===== config.mk =====
export PLATFORM = sky130hd
export DESIGN_NAME = mod_n_counter_arbiter
export DESIGN_NICKNAME = d
export VERILOG_FILES = /design/src/rtl/mod_n_counter_arbiter.sv
export SDC_FILE = /design/constraint.sdc
export NUM_CORES = 1
export LEC_CHECK = 0
export CORE_MARGIN = 5
export CORE_UTILIZATION = 31
export CTS_CLUSTER_SIZE = 12
export DETAILED_ROUTE_END_ITERATION = 12
export PLACE_DENSITY = 0.71
export RECOVER_POWER = 25
export SLEW_MARGIN = 20
export SYNTH_ARGS = -nofsm -noshare
export SYNTH_HDL_FRONTEND = slang
export SYNTH_SLANG_ARGS = --single-unit

===== constraint.sdc =====
create_clock -name i_clk -period 6.6 [get_ports i_clk]
set_input_delay 1.32 -clock i_clk [delete_from_list [all_inputs] [get_ports i_clk]]
set_output_delay 1.32 -clock i_clk [all_outputs]
set_load 0.03 [all_outputs]

===== src/rtl/mod_n_counter_arbiter.sv =====
`default_nettype none
// ============================================================================
// Module   : mod_n_counter_arbiter
// Purpose  : Shares one external mod-M counter between NREQ requesters.
//            A round-robin arbiter grants one command (load / inc / dec /
//            clear). The command becomes a single-cycle strobe on the counter's
//            control inputs. The post-operation counter value is returned with a
//            one-cycle acknowledge. Modular wrap (0 <-> M-1) is enforced here,
//            and loads of out-of-range values are rejected.
// Config   : ARB_FIXED_PRIO_EN - when defined, the arbiter uses fixed priority
//            (lowest index wins) and has no round-robin pointer.
// Ports    : i_clk, i_reset        clock, synchronous active-high reset
//            i_req  [NREQ]         per-requester request, held until o_ack
//            i_op   [2*NREQ]       op per lane: 00 load, 01 inc, 10 dec, 11 clr
//            i_data [N*NREQ]       load value per lane
//            o_ack  [NREQ]         one-hot completion pulse
//            o_err                 command rejected (valid with o_ack)
//            o_rdata[N]            counter value after the command
//            o_cnt_*               control strobes to the external counter
//            i_cnt_data[N]         current external counter value
// Revision : 1.0 - initial release
// ============================================================================
module mod_n_counter_arbiter #(
   parameter  int NREQ = 4,
   parameter  int M    = 4000,
   localparam int N    = $clog2(M)
) (
   input  logic              i_clk,
   input  logic              i_reset,
   input  logic [NREQ-1:0]   i_req,
   input  logic [2*NREQ-1:0] i_op,
   input  logic [N*NREQ-1:0] i_data,
   output logic [NREQ-1:0]   o_ack,
   output logic              o_err,
   output logic [N-1:0]      o_rdata,
   output logic              o_cnt_ce,
   output logic              o_cnt_reset,
   output logic              o_cnt_we,
   output logic [N-1:0]      o_cnt_data,
   output logic              o_cnt_up,
   output logic              o_cnt_down,
   input  logic [N-1:0]      i_cnt_data
);

   localparam int           IDX_W   = $clog2(NREQ);
   localparam logic [N-1:0] MAX_VAL = N'(M - 1);

   localparam logic [1:0] OP_LOAD = 2'b00;
   localparam logic [1:0] OP_INC  = 2'b01;
   localparam logic [1:0] OP_DEC  = 2'b10;

   typedef enum logic [1:0] {
      ST_IDLE    = 2'd0,
      ST_ISSUE   = 2'd1,
      ST_CAPTURE = 2'd2
   } state_t;

   state_t              state_q;
   logic [IDX_W-1:0]    gnt_q;
   logic                rej_q;
   logic [NREQ-1:0]     ack_q;
   logic                err_q;
   logic [N-1:0]        rdata_q;
   logic                cnt_ce_q;
   logic                cnt_reset_q;
   logic                cnt_we_q;
   logic [N-1:0]        cnt_data_q;
   logic                cnt_up_q;
   logic                cnt_down_q;

   // Arbitration result for the current cycle (only used in IDLE)
   logic                w_any;
   logic [IDX_W-1:0]    w_gnt;
   logic [IDX_W-1:0]    w_lane;
   logic [1:0]          w_op;
   logic [N-1:0]        w_data;
   logic [NREQ-1:0]     w_gnt_oh;

   // Next values of the strobe registers, decoded at grant time
   logic                cnt_ce_d;
   logic                cnt_reset_d;
   logic                cnt_we_d;
   logic [N-1:0]        cnt_data_d;
   logic                cnt_up_d;
   logic                cnt_down_d;
   logic                rej_d;

`ifndef ARB_FIXED_PRIO_EN
   logic [IDX_W-1:0]    ptr_q;
`endif

   // ------------------------------------------------------------------------
   // Requester selection
   // ------------------------------------------------------------------------
   always_comb begin
      w_any  = 1'b0;
      w_gnt  = '0;
      w_lane = '0;
`ifdef ARB_FIXED_PRIO_EN
      // Walk downwards so the lowest set index is the last one written.
      for (int i = NREQ - 1; i >= 0; i--) begin
         if (i_req[i]) begin
            w_any = 1'b1;
            w_gnt = IDX_W'(i);
         end
      end
`else
      // Search starts one past the last winner; the last winner is checked last.
      for (int i = 1; i <= NREQ; i++) begin
         w_lane = IDX_W'((int'(ptr_q) + i) % NREQ);
         if (!w_any && i_req[w_lane]) begin
            w_any = 1'b1;
            w_gnt = w_lane;
         end
      end
`endif
   end

   // Lane mux for the selected requester's op and load value
   always_comb begin
      w_op   = '0;
      w_data = '0;
      for (int k = 0; k < NREQ; k++) begin
         if (w_gnt == IDX_W'(k)) begin
            w_op   = i_op[2*k +: 2];
            w_data = i_data[N*k +: N];
         end
      end
   end

   // One-hot acknowledge vector of the latched grant
   always_comb begin
      w_gnt_oh = '0;
      for (int k = 0; k < NREQ; k++) begin
         if (gnt_q == IDX_W'(k)) begin
            w_gnt_oh[k] = 1'b1;
         end
      end
   end

   // ------------------------------------------------------------------------
   // Command decode. The counter value sampled in the grant cycle decides
   // the wrap cases, so the strobes can be registered and are glitch-free
   // during ISSUE.
   // ------------------------------------------------------------------------
   always_comb begin
      cnt_ce_d    = 1'b0;
      cnt_reset_d = 1'b0;
      cnt_we_d    = 1'b0;
      cnt_data_d  = '0;
      cnt_up_d    = 1'b0;
      cnt_down_d  = 1'b0;
      rej_d       = 1'b0;
      case (w_op)
         OP_LOAD: begin
            if (w_data <= MAX_VAL) begin
               cnt_ce_d   = 1'b1;
               cnt_we_d   = 1'b1;
               cnt_data_d = w_data;
            end else begin
               rej_d = 1'b1;
            end
         end
         OP_INC: begin
            cnt_ce_d = 1'b1;
            if (i_cnt_data == MAX_VAL) begin
               cnt_reset_d = 1'b1;
            end else begin
               cnt_up_d = 1'b1;
            end
         end
         OP_DEC: begin
            cnt_ce_d = 1'b1;
            if (i_cnt_data == '0) begin
               cnt_we_d   = 1'b1;
               cnt_data_d = MAX_VAL;
            end else begin
               cnt_down_d = 1'b1;
            end
         end
         default: begin
            cnt_ce_d    = 1'b1;
            cnt_reset_d = 1'b1;
         end
      endcase
   end

   // ------------------------------------------------------------------------
   // Command FSM: IDLE -> ISSUE -> CAPTURE -> IDLE
   // ------------------------------------------------------------------------
   always_ff @(posedge i_clk) begin
      if (i_reset) begin
         state_q     <= ST_IDLE;
         gnt_q       <= '0;
         rej_q       <= 1'b0;
         ack_q       <= '0;
         err_q       <= 1'b0;
         rdata_q     <= '0;
         cnt_ce_q    <= 1'b0;
         cnt_reset_q <= 1'b0;
         cnt_we_q    <= 1'b0;
         cnt_data_q  <= '0;
         cnt_up_q    <= 1'b0;
         cnt_down_q  <= 1'b0;
`ifndef ARB_FIXED_PRIO_EN
         ptr_q       <= IDX_W'(NREQ - 1);
`endif
      end else begin
         case (state_q)
            ST_IDLE: begin
               ack_q <= '0;
               err_q <= 1'b0;
               if (w_any) begin
                  gnt_q       <= w_gnt;
                  rej_q       <= rej_d;
                  cnt_ce_q    <= cnt_ce_d;
                  cnt_reset_q <= cnt_reset_d;
                  cnt_we_q    <= cnt_we_d;
                  cnt_data_q  <= cnt_data_d;
                  cnt_up_q    <= cnt_up_d;
                  cnt_down_q  <= cnt_down_d;
`ifndef ARB_FIXED_PRIO_EN
                  ptr_q       <= w_gnt;
`endif
                  state_q     <= ST_ISSUE;
               end
            end
            ST_ISSUE: begin
               cnt_ce_q    <= 1'b0;
               cnt_reset_q <= 1'b0;
               cnt_we_q    <= 1'b0;
               cnt_data_q  <= '0;
               cnt_up_q    <= 1'b0;
               cnt_down_q  <= 1'b0;
               ack_q       <= w_gnt_oh;
               err_q       <= rej_q;
               state_q     <= ST_CAPTURE;
            end
            ST_CAPTURE: begin
               ack_q   <= '0;
               err_q   <= 1'b0;
               rdata_q <= i_cnt_data;
               state_q <= ST_IDLE;
            end
            default: begin
               ack_q       <= '0;
               err_q       <= 1'b0;
               cnt_ce_q    <= 1'b0;
               cnt_reset_q <= 1'b0;
               cnt_we_q    <= 1'b0;
               cnt_data_q  <= '0;
               cnt_up_q    <= 1'b0;
               cnt_down_q  <= 1'b0;
               state_q     <= ST_IDLE;
            end
         endcase
      end
   end

   // The counter has already absorbed the strobe when CAPTURE begins, so its
   // live output is the post-operation value; outside CAPTURE the last
   // captured value is held.
   assign o_rdata     = (state_q == ST_CAPTURE) ? i_cnt_data : rdata_q;
   assign o_ack       = ack_q;
   assign o_err       = err_q;
   assign o_cnt_ce    = cnt_ce_q;
   assign o_cnt_reset = cnt_reset_q;
   assign o_cnt_we    = cnt_we_q;
   assign o_cnt_data  = cnt_data_q;
   assign o_cnt_up    = cnt_up_q;
   assign o_cnt_down  = cnt_down_q;

endmodule
`default_nettype wire


# Word-level counts from Yosys, hierarchy flattened
# Cells that the tools add are included.
[classes]
add_sub_neg = 4
magnitude_cmp = 5
eq_ne = 12
mux = 58
bitwise = 2
reduce_logical = 15
[op_table]
columns = ["operator", "n"]
rows = [
  ["2-to-1 mux 12 bit", 8],
  ["case mux 12 bit (2 select lines)", 2],
  ["2-to-1 mux 1 bit", 27],
  ["2-to-1 mux 2 bit", 9],
  ["case mux 1 bit (2 select lines)", 7],
  ["equality test 12 bit (second input constant)", 1],
  ["equality test 2 bit (second input constant)", 6],
  ["<= comparator 12 bit (second input constant)", 1],
  ["logical NOT 12 bit", 1],
  ["< comparator 2 x 3 -> 1 bit (second input constant)", 4],
  ["binary-select mux 1 bit (select 2 bit)", 4],
  ["equality test 2 x 1 -> 1 bit (second input constant)", 4],
  ["logical NOT 2 bit", 4],
  ["adder 2 x 1 -> 2 bit (second input constant)", 2],
  ["adder 2 bit (second input constant)", 2],
  ["case mux 2 bit (2 select lines)", 1],
  ["AND reduction 2 bit", 2],
  ["OR reduction 2 bit", 2],
  ["logical AND 1 bit", 3],
  ["logical NOT 1 bit", 3],
  ["inequality test 2 bit (second input constant)", 1],
  ["inverter 1 bit", 2],
]
[word_totals]
reg_bits = 41
input_bits = 74
out_inout_bits = 34
elab_cells = 109

# Logic depth before layout (Yosys ltp)
[logic_depth]
word_depth = 23
depth_mapped = 9
ltp_nobuf = 7

# Least setup slack after synthesis
# OpenSTA, ideal clock, no wires.
[synth_path]
path_type = "input-to-reg"
start = "in i_req[3]"
end = "reg cnt_data_q[10] (netlist: o_cnt_data[10])"
setup_time_ps = 122
arrival_time_ps = 3069
required_time_ps = 6478
setup_slack_ps = 3409
path_stages = 9
n_path_buf = 2
path_cell_list = "nor2b_1 -> a21oi_1 -> o221ai_1 -> buf_4 -> mux2i_1 -> nor4_2 -> o21a_1 -> buf_6 -> a221o_1"
[synth_via]
elab_chain_cells = 22
word_cells_on_any_way = 43
cone_classes = "order compare (1); eq/ne (5); mux (28); reduce/logical (9)"
[synth_lines]
columns = ["element", "line_no", "text"]
rows = [
  ["start, declared", "30", "input logic [NREQ-1:0] i_req,"],
  ["binary-select mux 1 bit (select 2 bit)", "111", "if (!w_any && i_req[w_lane]) begin"],
  ["2-to-1 mux 1 bit (not written as such)", "111", ""],
  ["2-to-1 mux 1 bit", "111", ""],
  ["logical NOT 1 bit", "111", ""],
  ["logical AND 1 bit", "111", ""],
  ["2-to-1 mux 1 bit", "111", ""],
  ["logical NOT 1 bit", "111", ""],
  ["logical AND 1 bit", "111", ""],
  ["[3 not listed]", "--", ""],
  ["2-to-1 mux 2 bit", "111", ""],
  ["logical NOT 2 bit", "124", "if (w_gnt == IDX_W'(k)) begin"],
  ["2-to-1 mux 12 bit (4 in series)", "124", ""],
  ["<= comparator 12 bit", "156", "if (w_data <= MAX_VAL) begin"],
  ["2-to-1 mux 12 bit", "156", ""],
  ["case mux 12 bit (2 select lines)", "154", "case (w_op)"],
  ["2-to-1 mux 12 bit", "213", "if (w_any) begin"],
  ["case mux 12 bit (2 select lines)", "209", "case (state_q)"],
  ["end signal, assigned", "219", "cnt_data_q <= cnt_data_d;"],
  ["end, declared", "67", "logic [N-1:0] cnt_data_q;"],
]
# Several ways; a longest one is shown, not always the timed one. The select of a mux whose other input is x is not followed.
# A chain may end at the register's enable or synchronous reset.

# Final worst setup path
[layout_path]
start = "in i_req[3]"
end = "reg cnt_data_q[9] (netlist: o_cnt_data[9])"
# Same word-level chain as after synthesis.

==> results.md <==
* Status: complete, no violations
* WHS Path Cells at 1
* Total GRT Usage at between 10% and 20%
* RePlAce Congestion at ~0.7
* Asr flop ratio synth at 0%
* Reg2reg end: o_cnt_data[9]
* Worst-Margin Slew at 1050 ps
* Util after Layout at approximately half
* CTS Buffer Depth at 2
* Hold Path End: rej_q
* R2r setup slk at 3610 ps
* Synth cell types at 40
* Max cap viols at 0
* Die ar. at 0.00845 sq mm
* Wire length per cell at around 16 um
* Hold Path Class: reg -> reg
* CTS tree: built
* Yosys reg bits at 41
* Final WS setup at roughly 2400 ps
* Hold_ws at 471 ps
* Post-synth top area cell: dfxtp_1
* Largest stage delay, worst path at 570 ps
* Final ANT Viol Nets at 0
* FP Rows at 29
* Clock skew at 3.99 ps
* Endpoints failing setup at 0
* WS Path Type: in -> reg
* Chip width at ~92 um
* Vias per inst at just over 5
* Post-layout minimum cycle time at 4150 ps
* CP Data Required Time at approximately 6800 ps
* Pre-CTS setup slack at 2140 ps
* Period utilisation layout at between 60% and 70%
* Final Max Tran Viols at 0
* Seq/Total Area, Yosys at between 30% and 40%
* Port bufs at roughly 110
* Worst R2R Start: ptr_q[1]
* Remaining DRCs at 0
* GRT overflow at 0
* WL final at between 5000 and 6000 um
* Root buf cell: clkbuf_8
* Max transition margin at between 20% and 30%
* Clk pin slew, worst setup/hold paths at roughly 70 ps
* Maximum clock rate at between 200 and 250 MHz
* First-pass GRT wire length at about 10000 um
* Synth top area share at between 30% and 40%
* WP data arrival at ~4300 ps
* Die Y at between 90 and 100 um
* Fill count at between 600 and 700
* Syn Inst Count at 199
* Via count at 1913
* Post-CTS setup buffers at 0
* Vias in the first global route at 1979
* TritonCTS Buffers at 5
* Startpoint types: input pin
* Crit end category: flop
* Core area at 0.00646 sq mm
* Leakage power at ~1.3 nW
* Min-delay src: rej_q
* VDD IR max at around 0.10 mV
* Slowest CP cell: o221ai_2
* Commonest non-fill, non-tap cell in the layout: clkdlybuf4s50_1
* Final Hold Vio Count at 0
* Nets@finish at about 380
* Hold-fix buffers, CTS at 0
* Initial Util at 32.2%
* Ports at between 100 and 150
* Share of cells above drive strength 1 at roughly 9.6%
* Clock Sinks at just over 40
* Yosys warns at 0
* Avg Synthesized Cell Area at ~10 sq um
* Post-Syn Nets at 273
* Synth Cell Area at ~0.0021 sq mm
* Setup_tns at 0 ps
* First-pass detailed-route iteration total at 4
* PwrDens at 202 mW/mm^2
* Synth area leaders: dfxtp_1, mux2i_1, mux2_2
* Top_reg_cell synth: dfxtp_1
* DP Wirelength at around 4700 um
* Layout area overhead at 57.3%
* Clk_lat worst skew at 290 ps
* Crit path cell chain: clkdlybuf4s50_1 -> nor2b_1 -> a21oi_1 -> o221ai_2 -> buf_4 -> mux2i_1 -> nor4_2 -> o21a_1 -> a221o_1
* Initial antenna violation count at 1
* Worst r2r path cells at 8
* Post-synth EDFFs at 0
* Critical-path maximum fanout at 14
* Most frequent cells in the layout: clkdlybuf4s50_1, dfxtp_1, mux2i_1
* H-tree depth at 2
* Largest net degree at the start of global routing at 35
* Initial DRC count at a little under 90
* RSZ-0062 raised after global routing: false
* PostCTS Resize Cnt at 0
==> metal layers <==
layer / up-vias / share of wire, % / track usage, %
met5: - / 0 / 0
met2: 79 / 45 / 22.6
met1: 870 / 43 / 17.0
li1: 955 / - / -
met4: 0 / 1.6 / 4.83
met3: 9 / 11 / 6.38
==> cells by family (layout without fill, tap and decap cells) <==
logic type	count (synthesis)	after routing	synth area share, %
other	0	1	0
buffers and inverters	14	117	4.21
muxes	45	45	23.6
DFF	41	41	39.4
AOI/OAI and AO/OA	37	37	15.1
and+or+nand+nor	62	62	17.7
==> registers in the layout, indices dropped and copies added (netlist names) <==
| signal | count |
|---|---|
| gnt_q | 2 |
| o_ack | 4 |
| o_cnt_ce | 1 |
| o_cnt_data | 12 |
| o_cnt_down | 1 |
| o_cnt_reset | 1 |
| o_cnt_up | 1 |
| o_cnt_we | 1 |
| o_err | 1 |
| ptr_q | 2 |
| rdata_q | 12 |
| rej_q | 1 |
| state_q | 2 |
==> power by group <==
group	internal, W	total [W]	leakage, nW	switching [W]
Sequential	0.000264	0.000275	0.334	0.0000114
Clock	0.0000696	0.000149	0.0399	0.0000790
Combinational	0.000121	0.000237	0.881	0.000116
Total	0.000454	0.000661	1.25	0.000207
==> cell type report <==
class	count	area [sq um]	area share, %
antenna	1	2.50	0.0764
timing repair buffer	109	1090	33.2
clock inverter	1	5.00	0.153
tap	77	96.3	2.94
sequential	41	821	25.1
multi-input combinational	144	1190	36.3
clock buffer	5	68.8	2.10
inverter	2	7.51	0.229
==> per-stage QoR <==
step / cell area [sq um] / power [W] / instances
after floorplan: 2080 / 0.000427 / 199
after global placement: 3200 / 0.000516 / 373
after detailed placement: 3200 / 0.000519 / 373
after CTS: 3270 / 0.000670 / 379
after global routing: 3270 / 0.000698 / 380
final: 3270 / 0.000661 / 380
==> synth_stat cells, drive strengths merged (2+ instances only) <==
library cell,n
a211o,2
a211oi,5
a21oi,7
a221o,10
a32o,4
and2,13
buf,4
clkbuf,8
dfxtp,41
inv,2
mux2,12
mux2i,33
nand2,3
nand2b,3
nand3,2
nand3b,3
nand4,3
nor2,11
nor2b,8
nor3,4
nor3b,3
nor4,4
o21ai,2
==> worst max path at each step <==
stage                     startpoint              to
after floorplan             i_req[3]  o_cnt_data[10]
after detailed placement    i_req[3]   o_cnt_data[9]
final                       i_req[3]   o_cnt_data[9]
after global routing        i_req[3]   o_cnt_data[9]
after CTS                   i_req[3]   o_cnt_data[9]
after global placement      i_req[3]   o_cnt_data[7]
==> critical path, delay by kind of cell <==
| family | cells | cell delay, ps |
|---|---|---|
| muxes | 1 | 490 |
| AOI/OAI and AO/OA | 4 | 1300 |
| buffers and inverters | 2 | 870 |
| and+or+nand+nor | 2 | 340 |
(Power assumes the default switching activity.)
